## src/rtl/demux_1x6_dist_pkg.sv

```systemverilog
// rtl/demux_1x6_dist_pkg.sv - shared constants and mode encodings for the 1x6 distributor
package demux_1x6_dist_pkg;

    localparam int NUM_CH = 6;
    localparam int SEL_W  = 3;

    typedef enum logic {
        MODE_DIRECT = 1'b0,
        MODE_RR     = 1'b1
    } mode_e;

    function automatic logic [SEL_W-1:0] rr_next(input logic [SEL_W-1:0] ptr);
        return (ptr == SEL_W'(NUM_CH - 1)) ? '0 : ptr + 1'b1;
    endfunction

endpackage

```

## src/rtl/demux_1x6_dist_chan_hold.sv

```systemverilog
// rtl/demux_1x6_dist_chan_hold.sv - one-entry holding register for a single output channel
module chan_hold #(
    parameter int DATA_W = 8
) (
    input  logic              clk,
    input  logic              rst_n,
    input  logic              load,
    input  logic [DATA_W-1:0] load_data,
    input  logic              drain,
    output logic              valid,
    output logic [DATA_W-1:0] data,
    output logic              free
);

    logic              valid_q, valid_d;
    logic [DATA_W-1:0] data_q, data_d;

    // Drain is applied before load so a full, draining register takes a new beat without a bubble.
    always_comb begin
        valid_d = valid_q;
        data_d  = data_q;
        if (valid_q && drain) begin
            valid_d = 1'b0;
        end
        if (load) begin
            valid_d = 1'b1;
            data_d  = load_data;
        end
    end

    always_ff @(posedge clk) begin
        if (!rst_n) begin
            valid_q <= 1'b0;
            data_q  <= '0;
        end else begin
            valid_q <= valid_d;
            data_q  <= data_d;
        end
    end

    assign valid = valid_q;
    assign data  = data_q;
    assign free  = ~valid_q | drain;

endmodule

```

## src/rtl/demux_1x6_dist.sv

```systemverilog
// rtl/demux_1x6_dist.sv - 1-to-6 stream distributor with directed and round-robin routing
module demux_1x6_dist
    import demux_1x6_dist_pkg::*;
#(
    parameter int DATA_W = 8
) (
    input  logic                     clk,
    input  logic                     rst_n,
    input  logic                     in_valid,
    output logic                     in_ready,
    input  logic [DATA_W-1:0]        in_data,
    input  logic                     mode,
    input  logic [SEL_W-1:0]         sel,
    output logic [NUM_CH-1:0]        out_valid,
    input  logic [NUM_CH-1:0]        out_ready,
    output logic [NUM_CH*DATA_W-1:0] out_data,
    output logic                     sel_err,
    output logic [SEL_W-1:0]         rr_ptr
);

    logic [SEL_W-1:0]  rr_ptr_q, rr_ptr_d;
    logic              sel_err_q, sel_err_d;
    logic [SEL_W-1:0]  target;
    logic              sel_oob;
    logic              target_free;
    logic              accept;
    logic [NUM_CH-1:0] chan_free;
    logic [NUM_CH-1:0] chan_load;

    // While in reset every channel is treated as empty; accept is still gated so nothing loads.
    always_comb begin
        target      = (mode == MODE_RR) ? rr_ptr_q : sel;
        sel_oob     = (mode == MODE_DIRECT) && (sel >= SEL_W'(NUM_CH));
        target_free = 1'b0;
        for (int k = 0; k < NUM_CH; k++) begin
            if (target == SEL_W'(k)) begin
                target_free = chan_free[k] | ~rst_n;
            end
        end
        in_ready  = sel_oob | target_free;
        accept    = in_valid & in_ready & rst_n;
        chan_load = '0;
        for (int k = 0; k < NUM_CH; k++) begin
            chan_load[k] = accept & ~sel_oob & (target == SEL_W'(k));
        end
        sel_err_d = accept & sel_oob;
        rr_ptr_d  = rr_ptr_q;
        if (accept && (mode == MODE_RR)) begin
            rr_ptr_d = rr_next(rr_ptr_q);
        end
    end

    always_ff @(posedge clk) begin
        if (!rst_n) begin
            rr_ptr_q  <= '0;
            sel_err_q <= 1'b0;
        end else begin
            rr_ptr_q  <= rr_ptr_d;
            sel_err_q <= sel_err_d;
        end
    end

    assign rr_ptr  = rr_ptr_q;
    assign sel_err = sel_err_q;

    for (genvar g = 0; g < NUM_CH; g++) begin : g_chan
        chan_hold #(
            .DATA_W(DATA_W)
        ) u_chan_hold (
            .clk      (clk),
            .rst_n    (rst_n),
            .load     (chan_load[g]),
            .load_data(in_data),
            .drain    (out_ready[g]),
            .valid    (out_valid[g]),
            .data     (out_data[g*DATA_W +: DATA_W]),
            .free     (chan_free[g])
        );
    end

endmodule

```

## config.mk

```make
export PLATFORM = sky130hd
export DESIGN_NAME = demux_1x6_dist
export DESIGN_NICKNAME = d
export VERILOG_FILES = /design/src/rtl/demux_1x6_dist_pkg.sv /design/src/rtl/demux_1x6_dist_chan_hold.sv /design/src/rtl/demux_1x6_dist.sv
export SDC_FILE = /design/constraint.sdc
export NUM_CORES = 1
export LEC_CHECK = 0
export BUFFER_PORTS_ARGS = -buffer_cell sky130_fd_sc_hd__clkbuf_2
export CORE_ASPECT_RATIO = 1.2
export CORE_MARGIN = 5
export CORE_UTILIZATION = 52
export DETAILED_ROUTE_END_ITERATION = 6
export HOLD_SLACK_MARGIN = 0.12
export PLACE_DENSITY_LB_ADDON = 0.15
export SLEW_MARGIN = 15
export SYNTH_ARGS = -nofsm -noshare
export SYNTH_HDL_FRONTEND = slang
export SYNTH_SLANG_ARGS = --single-unit
export TNS_END_PERCENT = 30
```

## constraint.sdc

```tcl
create_clock -name clk -period 3.4 [get_ports clk]
set_input_delay 0.34 -clock clk [delete_from_list [all_inputs] [get_ports clk]]
set_output_delay 0.34 -clock clk [all_outputs]
set_load 0.1 [all_outputs]
```

**Word level (Yosys, flattened, before mapping)**

Index checks and enable logic that the tools add are counted.

- Logic and storage cells: 89
- Flip-flop bits (word level): 58

- Equality and inequality tests: 6
- Reduce and logical (&&, ||, !) cells: 15
- Bitwise operators: 32
- $add $sub $neg: 1
- Muxes and demuxes: 20
- $lt $le $gt $ge: 1

Operators with widths:

| cell | count |
|---|---|
| $mux 1 | 18 |
| $or 1x1->1 | 13 |
| $reduce_bool 2->1 | 6 |
| $and 1x1->1 | 10 |
| $eq 3x3->1 const B | 3 |
| $not 1->1 | 9 |
| $logic_and 1x1->1 | 8 |
| $eq 3x2->1 const B | 2 |
| $mux 3 | 2 |
| $add 3x1->3 const B | 1 |
| $eq 3x1->1 const B | 1 |
| $ge 3x3->1 const B | 1 |
| $logic_not 3->1 | 1 |

**Longest topological paths before layout**

Gate-level depths: netlist of run 1.

- Depth in word-level cells: 15
- Depth in mapped cells: 7
- Gate-level depth less buffers: 5

**By module**

A second synthesis of run 1 with hierarchy kept.

- Cells, all modules: 241
- Area, all modules: 2481.1 µm²

By module, submodules not included:

| module | cells each | area an instance (µm²) | seq. area each (µm²) | times used |
|---|---|---|---|---|
| chan_hold | 29 | 339.1 | 180.2 | 6 |
| demux_1x6_dist | 67 | 446.7 | 80.1 | 1 |

**Least setup slack after synthesis of run 1**

OpenSTA, ideal clock, no wires.

- Path type: register -> output
- Start: register rr_ptr_q[1] (netlist: rr_ptr[1])
- End: output port in_ready
- Path buffers: 0
- Setup slack: 0.608 ns
- Stages on the path, launching flop included: 6
- Arrival time: 2.452 ns
- Cell sequence: dfxtp_1 nand2b_1 mux2_2 o22ai_4 o21ai_0 nand2_1

- Word-level cells in the longest chain between the ends: 9
- Elaborated cells on any way between the ends: 14
- Classes of those cells: eq/ne: 5; mux: 7; bitwise: 1; reduce/logical: 1

RTL lines:

| what | RTL line | RTL |
|---|---|---|
| start, declared | demux_1x6_dist.sv:21 | `logic [SEL_W-1:0] rr_ptr_q, rr_ptr_d;` |
| start signal, assigned | demux_1x6_dist.sv:58 | `rr_ptr_q <= rr_ptr_d;` |
| $mux 3 * | demux_1x6_dist.sv:32 | `target = (mode == MODE_RR) ? rr_ptr_q : sel;` |
| $logic_not 3->1 | demux_1x6_dist.sv:36 | `if (target == SEL_W'(k)) begin` |
| $mux 1 (5 in series) | demux_1x6_dist.sv:36 |  |
| $mux 1 * | demux_1x6_dist.sv:36 |  |
| $or 1x1->1 * | demux_1x6_dist.sv:40 | `in_ready = sel_oob \| target_free;` |
| end, declared | demux_1x6_dist.sv:10 | `output logic in_ready,` |

Mark *: on every way between the ends. The rest lies on a longest branch, timed or not.

**Worst setup path in the final report of run 1**

- Start: register rr_ptr_q[2] (netlist: rr_ptr[2])
- End: output port in_ready

Same word-level chain as after synthesis.

==> results.toml, run 1 <==
[grt]
grt_remaining_overflow = 0
grt_pass1_vias = 1942
groute.usage.overall_pct = 18.5
grt_max_degree = 42
grt_pass1_wl_mm = 8.79
antenna_found_initial = 0

[power]
switching_share_pct = 25.8
peakVddDrop_v = 0.000499
p_leak_nw = 1.61
p_switching_w = 0.000403
p_int_w = 0.00116
clock_power_share_pct = 44.2
seqPwrFrac_pct = 44.5
p_per_area_mw_per_mm2 = 521
combPwrFrac_pct = 11.2

[setup_path]
crit_type = "reg -> out"
cpMaxStageDelayCell = "clkbuf_2"
end_kind = "output port"
start_kind = "flip-flop"
reg2reg_depth = 5
crit_arrival_ns = 2.09
cp_max_fo = 7
required_ns = 3.06
crit_chain = "nand2b_1 -> mux2_2 -> o22ai_4 -> o21ai_0 -> nand2_1 -> clkbuf_2"
worstSetupStartpoint = "rr_ptr[2]"
r2r_start = "rr_ptr[0]"
slowest_delay_ns = 0.45

[logic_synthesis]
ys_seq_area_share_pct = 47.9
syn_area_mm2 = 0.00243
async_flop_share_pct = 0
yosysWarningCount = 0
netlist.area_leader.share_pct = 47.9
synth_area_per_cell_um2 = 10.0
synth.area.top_cells = "dfxtp_1 (48%), mux2i_1 (22%), nand2_1 (8.2%)"
yosys.area.top_type = "dfxtp_1"
synth_flop_cell = "dfxtp_1"
syn-num-nets = 263
synth_cell_type_count = 28
synth-edff-count = 0
synth_cells = 242
ys_ff_latch = 58

[timing]
relSlewSlack_pct = 60.2
worst_pin_slew_ns = 0.595
layout_min_cycle_time_ns = 2.43
finalHoldViolations = 0
finClkSkew_ns = 0.00965
tns_ns = 0
post-route-period-util_pct = 71.4
setup_viol = 0
whs_ns = 0.272
fmax_mhz = 412
drv_slew = 0
rsz0062_at_grt = "no"

[finish]
seqCellArea_mm2 = 0.00116
mostFrequentLayoutCells = "clkbuf_2 (79), dfxtp_1 (58), mux2i_1 (54), nand2_1 (53), nor2b_1 (16)"
multi_input_area_mm2 = 0.00111
synthToLayoutAreaGrowth_pct = 23.8
fillCellCount = 399
final_common_cell = "clkbuf_2"
final_nets = 336
drive_above_1_share_pct = 32.5
diodes = 0

[clock_network]
cts.reportedPaths.clkPinSlew_ns = 0.06
cts_max_path_buffers = 2
cts-hold-fix-buffers = 0
cts_tree = "done"
worstSkewPairLatency_ns = 0.34
post_cts_buffers = 0
root_buffer = "clkbuf_8"
cts-resized-gates = 0
clock_sinks = 58
numCtsBuffers = 9
cts_max_level = 3

[placed_design]
dp_hpwl_mm = 3.87
gp_congestion = 0.815
io_buffers = 79

[routing]
drtPass1Iterations = 4
postRouteAntennaNets = 0
drtIter0Drc = 113
vias = 1869
viasPerCell = 4.94
wire_per_inst_um = 13.8
wl_mm = 5.23
post-route-drc-count = 0

[status]
status = "completed"

[floorplanning]
initial_core_util_pct = 53.2
rows = 27
die_area_mm2 = 0.00614
ios = 80
die_width_um = 72.4
core_mm2 = 0.00456
chipHeight_um = 84.8

[job]
drv_cap = 0

[worst_hold_path]
holdCritPathClass = "in -> reg"
min_path_cells = 3
min_from = "in_valid"
[cell families (layout without fill, tap and decap cells)]
family / count (synthesis) / after routing / share of synthesized area [%]
simple gates: 90 / 90 / 17.7
flops: 58 / 58 / 47.9
mux: 56 / 56 / 23.7
buf+inv: 25 / 103 / 6.19
compound gates: 13 / 13 / 4.59
[final cells by class]
type | count | area share [%]
clock buffers | 11 | 4.71
clock inverters | 5 | 2.58
inverters | 5 | 0.625
multi-input cells | 159 | 37.1
flip-flops and latches | 58 | 38.7
well taps | 58 | 2.42
repair buffers | 82 | 13.9
[per-layer routing]
| metal | share of wire [%] | global-route usage, % |
|---|---|---|
| met1 | 42 | 20.9 |
| met2 | 48 | 30.7 |
| met3 | 7.2 | 5.92 |
| met4 | 2.3 | 9.57 |
| met5 | 0 | 0 |
[registers in the layout, summed over array words and instances (netlist names)]
signal	flops
g_chan.u_chan_hold.data	48
g_chan.u_chan_hold.valid	6
rr_ptr	3
sel_err	1
[worst max-delay path: cells and delay by family (launching register included)]
family	cells	cell delay [ns]
DFF	1	0.34
and+or+nand+nor	2	0.25
muxes	1	0.32
AOI/OAI and AO/OA	2	0.39
buffers and inverters	1	0.45
[power groups by stage]
stage	Sequential [W]	Combinational, W	Clock (W)
detailed placement	0.000711	0.000177	0
global placement	0.000711	0.000177	0
finish	0.000696	0.000176	0.000692
global route	0.000697	0.000187	0.000743
CTS	0.000696	0.000177	0.000709
floorplan	0.000770	0.0000833	0
[cell usage after synthesis (2+ instances only)]
cell	n
a21oi_1	2
buf_2	3
buf_4	8
buf_6	3
clkbuf_1	6
dfxtp_1	58
inv_1	5
mux2i_1	54
nand2_1	53
nand2b_1	2
nand3_1	2
nand3b_1	8
nor2_1	5
nor2b_1	16
o211ai_2	2
o21ai_0	2
o21ai_1	2
[path summary, 6_finish.rpt]
path | end | slack, ns
min reg2reg | g_chan[0].u_chan_hold.data[3] | 0.46
max reg2reg | g_chan[5].u_chan_hold.data[7] | 1.41
max | in_ready | 0.97
min | sel_err | 0.27
[through the flow]
| step | total power [W] | util (%) | area (um^2) | std cells | setup WS, ns |
|---|---|---|---|---|---|
| after CTS | 0.00158 | 65.9 | 3000 | 378 | 0.953 |
| after detailed placement | 0.000888 | 61.1 | 2790 | 362 | 1.04 |
| final | 0.00156 | 65.9 | 3000 | 378 | 0.974 |
| after global placement | 0.000888 | 61.1 | 2790 | 362 | 1.07 |
| after global routing | 0.00163 | 65.9 | 3000 | 378 | 0.875 |
| after floorplan | 0.000853 | - | 2430 | 242 | 0.608 |
(Power assumes the default switching activity.)
==> run 2, diff against run 1 <==
--- a/config.mk
+++ b/config.mk
@@ -8,7 +8,7 @@
 export BUFFER_PORTS_ARGS = -buffer_cell sky130_fd_sc_hd__clkbuf_2
 export CORE_ASPECT_RATIO = 1.2
 export CORE_MARGIN = 5
-export CORE_UTILIZATION = 52
+export CORE_UTILIZATION = 50
 export DETAILED_ROUTE_END_ITERATION = 6
 export HOLD_SLACK_MARGIN = 0.12
 export PLACE_DENSITY_LB_ADDON = 0.15
==> constraint.sdc (replaced) <==
create_clock -name clk -period 2.3 [get_ports clk]
set_input_delay 0.23 -clock clk [delete_from_list [all_inputs] [get_ports clk]]
set_output_delay 0.23 -clock clk [all_outputs]
set_load 0.1 [all_outputs]
==> run 2 against run 1 <==
Effect of this change:
- register-to-register slack lost 0.87 ns
- sequential share of layout area hardly changed
- cell count grew 1.1%
- via count down 0.70%
- non-clock buffer count up 4
- utilization is 1.2 points lower
- routed wire length rose by 1.8%
- setup slack lost 0.78 ns
- clock skew about the same
- worst hold slack lost 0.11 ns
- critical path type unchanged
- highest routed layer unchanged
==> results.toml, run 2 (same netlist as run 1, synthesis figures left out) <==
[status]
status = "completed"

[placed_design]
dpl-instance-area_mm2 = 0.00284
gp_congestion = 0.738
io_buffers = 79
dp_hpwl_mm = 3.96

[finish]
final_nets = 340
drive_above_1_share_pct = 34.9
finalInstanceArea_mm2 = 0.00302
mostFrequentLayoutCells = "clkbuf_2 (78), dfxtp_1 (55), mux2i_1 (54), nand2_1 (52), nor2b_1 (16)"
largest_reg_flops = 48
diodes = 0
fillCellCount = 414
final_common_cell = "clkbuf_2"
synthToLayoutAreaGrowth_pct = 24.3

[floorplanning]
initial_core_util_pct = 52.0
chipHeight_um = 86.3
die_area_mm2 = 0.00635
die_width_um = 73.6
core_mm2 = 0.00466
ios = 80
rows = 27

[setup_path]
critPathTopFamily = "multiplexers"
crit_chain = "mux2i_4 -> mux2i_1 -> o22ai_4 -> o21ai_0 -> nand2_2 -> buf_12"
start_kind = "flip-flop"
path_buf_inv = 1
r2r_start = "rr_ptr[0]"
cp_max_fo = 7
crit_type = "reg -> out"
required_ns = 2.07
crit_arrival_ns = 1.87
slowest_delay_ns = 0.35
worstSetupStartpoint = "rr_ptr[0]"
cpMaxStageDelayCell = "dfxtp_2"
end_kind = "output port"

[grt]
groute.usage.overall_pct = 17.8
grt_remaining_overflow = 0
grt_max_degree = 40
grt_pass1_wl_mm = 8.70
grt_pass1_vias = 1846
antenna_found_initial = 0

[timing]
finClkSkew_ns = 0.00935
layout_min_cycle_time_ns = 2.10
relSlewSlack_pct = 63.0
rsz0062_at_grt = "no"
drv_slew = 0
finalHoldViolations = 0
worst_pin_slew_ns = 0.558
setup_viol = 0
post-route-period-util_pct = 91.4
tns_ns = 0
fmax_mhz = 476

[worst_hold_path]
holdCritPathClass = "in -> reg"
min_from = "in_valid"

[power]
p_per_area_mw_per_mm2 = 705
p_leak_nw = 1.62
peakVddDrop_v = 0.000441

[clock_network]
cts_max_path_buffers = 2
root_buffer = "clkbuf_8"
cts-hold-fix-buffers = 0
numCtsBuffers = 9
post_cts_buffers = 0
cts_max_level = 3
cts.reportedPaths.clkPinSlew_ns = 0.07
worstSkewPairLatency_ns = 0.33
cts-resized-gates = 0
clock_sinks = 58
cts_tree = "done"

[routing]
viasPerCell = 4.86
wire_per_inst_um = 13.9
post-route-drc-count = 0
drtIter0Drc = 76
wl_mm = 5.32
postRouteAntennaNets = 0
drtPass1Iterations = 4
vias = 1856

[job]
drv_cap = 0
## run 2: changes by cell type in the layout (fill, tap and decap cells not counted), moves of 2 or more
cell	before	now
buf_4	3	7
dfxtp_1	58	55
dfxtp_2	0	3
bufinv_16	2	0
clkinv_2	2	4
## run 2: final cells by class
class / instances / area [um^2] / area share [%]
flip-flops and latches: 58 / 1160 / 38.6
multi-input cells: 159 / 1120 / 37.0
repair buffers: 86 / 463 / 15.3
clock buffers: 11 / 151 / 5.02
well taps: 58 / 72.6 / 2.41
clock inverters: 5 / 28.8 / 0.954
inverters: 5 / 18.8 / 0.622
## run 2: path summary, 6_finish.rpt
| kind | slack (ns) | to | depth (start not counted) |
|---|---|---|---|
| min | 0.16 | sel_err | 3 |
| max reg2reg | 0.54 | g_chan[4].u_chan_hold.data[1] | 5 |
| max | 0.20 | in_ready | 6 |
| min reg2reg | 0.46 | g_chan[0].u_chan_hold.data[2] | 2 |
## run 2: per-stage QoR
step                cells  utilization, %  power, W  setup slack (ns)  hold slack [ns]
floorplan             242               -   0.00126             0.193            0.360
global placement      366            60.8   0.00132             0.361            0.445
detailed placement    366            60.8   0.00132             0.342            0.451
CTS                   382            64.7   0.00216             0.181            0.150
global route          382            64.7   0.00222            0.0848            0.175
finish                382            64.7   0.00213             0.197            0.163
## run 2: routing by layer
layer  track usage, %  share of wire, %  vias up
met1             20.9                42      852
met5                0                 0        -
met2             29.8                50       48
li1                 -                 -      950
met3             5.34               6.4        6
met4             7.41               1.4        0
## run 2: power breakdown
part           internal (W)  switching [W]
Sequential          0.00102     0.00000948
Clock              0.000443       0.000387
Combinational     0.0000688       0.000200
## run 2: worst register-to-register path, stage by stage (launching register included)
cell     delay [ns]
dfxtp_2        0.35
mux2i_4        0.25
nand3_1        0.16
and3b_1        0.57
mux2i_1        0.25
nor2b_1        0.06
==> run 3, diff against run 2 <==
--- a/config.mk
+++ b/config.mk
@@ -11,7 +11,7 @@
 export CORE_UTILIZATION = 50
 export DETAILED_ROUTE_END_ITERATION = 6
 export HOLD_SLACK_MARGIN = 0.12
-export PLACE_DENSITY_LB_ADDON = 0.15
+export PLACE_DENSITY = 0.82
 export SLEW_MARGIN = 15
 export SYNTH_ARGS = -nofsm -noshare
 export SYNTH_HDL_FRONTEND = slang
==> run 3 against run 2 <==
Effect of this change:
- register-to-register slack got worse by 0.03 ns
- setup slack got worse by 0.036 ns
- non-clock buffer count increased by 1
- via count increased by 1.5%
- sequential power about the same
- critical path depth unchanged
- critical path type unchanged
- critical endpoint unchanged
- largest power group unchanged
- highest routed layer unchanged
==> results.toml, run 3 (same netlist as run 1, synthesis figures left out) <==
[status]
status = "completed"

[setup_path]
start_kind = "flip-flop"
required_ns = 2.07
crit_arrival_ns = 1.91
cp_max_fo = 7
end_kind = "output port"
crit_type = "reg -> out"

[finish]
seqCellArea_mm2 = 0.00116
final_nets = 341
synthToLayoutAreaGrowth_pct = 24.8
drive_above_1_share_pct = 34.2
mostFrequentLayoutCells = "clkbuf_2 (78), dfxtp_1 (55), mux2i_1 (54), nand2_1 (52), nor2b_1 (16)"
multi_input_area_mm2 = 0.00112
largest_reg_flops = 48
fillCellCount = 411
final_common_cell = "clkbuf_2"
diodes = 0

[clock_network]
clock_sinks = 58
cts_max_level = 3
numCtsBuffers = 9
cts_tree = "done"
post_cts_buffers = 0
root_buffer = "clkbuf_8"
cts_max_path_buffers = 2
worstSkewPairLatency_ns = 0.32
cts-resized-gates = 0
cts.reportedPaths.clkPinSlew_ns = 0.07
cts-hold-fix-buffers = 0

[routing]
vias = 1884
wl_met3_um = 359
wire_per_inst_um = 14.2
drtIter0Drc = 64
met1_length_mm = 2.23
dr.max_layer_used = "met4"
wl_mm = 5.45
postRouteAntennaNets = 0
dr_wl_met2_mm = 2.82
post-route-drc-count = 0
drtPass1Iterations = 5
viasPerCell = 4.92

[timing]
drv_slew = 0
whs_ns = 0.182
setup_viol = 0
rsz0062_at_grt = "no"
relSlewSlack_pct = 63.1
post-route-period-util_pct = 93.0
layout_min_cycle_time_ns = 2.14
fmax_mhz = 468
tns_ns = 0
worst_pin_slew_ns = 0.556
finClkSkew_ns = 0.00955
finalHoldViolations = 0

[job]
drv_cap = 0

[floorplanning]
chipHeight_um = 86.3
die_area_mm2 = 0.00635
core_mm2 = 0.00466
rows = 27
initial_core_util_pct = 52.0
ios = 80
die_width_um = 73.6

[power]
combPwrFrac_pct = 12.6
clock_power_share_pct = 39.5
seqPwrFrac_pct = 48.0
p_switching_w = 0.000577
p_per_area_mw_per_mm2 = 709
p_int_w = 0.00157
p_leak_nw = 1.62
peakVddDrop_v = 0.000423
switching_share_pct = 26.9

[grt]
grt_max_degree = 35
grt_remaining_overflow = 0
antenna_found_initial = 0
groute.usage.overall_pct = 18.2
grt_pass1_vias = 1931
grt_pass1_wl_mm = 8.87

[worst_hold_path]
holdCritPathClass = "in -> reg"

[placed_design]
io_buffers = 79
dp_hpwl_mm = 4.09
gp_congestion = 0.852
run 3: routing by layer:
metal / vias up / global-route usage (%)
li1: 953 / -
met1: 874 / 20.3
met2: 53 / 32.0
met3: 4 / 5.57
met4: 0 / 6.43
met5: - / 0
run 3: final cells by class:
type                            instances  area share (%)
Clock buffer                           15            5.83
Sequential cell                        58            38.5
Clock inverter                          1           0.248
Multi-Input combinational cell        159            36.9
Tap cell                               58            2.40
Inverter                                5           0.620
Timing Repair Buffer                   87            15.5
run 3: final timing paths:
path,slack [ns],start,to,cells past startpoint
setup / recovery,0.16,rr_ptr[0],in_ready,6
hold / removal,0.18,in_valid,sel_err,3
setup reg to reg,0.51,rr_ptr[0],g_chan[0].u_chan_hold.data[4],6
hold reg to reg,0.46,g_chan[2].u_chan_hold.data[4],g_chan[2].u_chan_hold.data[4],2
run 3: critical path: stages (launching register included):
cell	delay (ns)
dfxtp_2	0.35
mux2i_4	0.25
mux2i_1	0.33
o22ai_4	0.14
o21ai_0	0.24
nand2_2	0.10
buf_12	0.17
run 3: metrics by stage:
stage	cells	utilization (%)	setup slack (ns)	total power (W)	area, um^2
5_1_grt	383	64.9	0.0214	0.00224	3030
3_3_place_gp	367	61.0	0.380	0.00132	2840
3_5_place_dp	367	61.0	0.285	0.00132	2840
6_report	383	64.9	0.161	0.00215	3030
2_1_floorplan	242	-	0.193	0.00126	2430
4_1_cts	383	64.9	0.125	0.00217	3030
run 3: power by group through the flow:
| stage | clock network (W) | registers, W | logic, W |
|---|---|---|---|
| floorplan | 0 | 0.00114 | 0.000124 |
| global placement | 0 | 0.00105 | 0.000268 |
| detailed placement | 0 | 0.00105 | 0.000271 |
| CTS | 0.000867 | 0.00103 | 0.000272 |
| global route | 0.000925 | 0.00103 | 0.000284 |
| finish | 0.000847 | 0.00103 | 0.000270 |
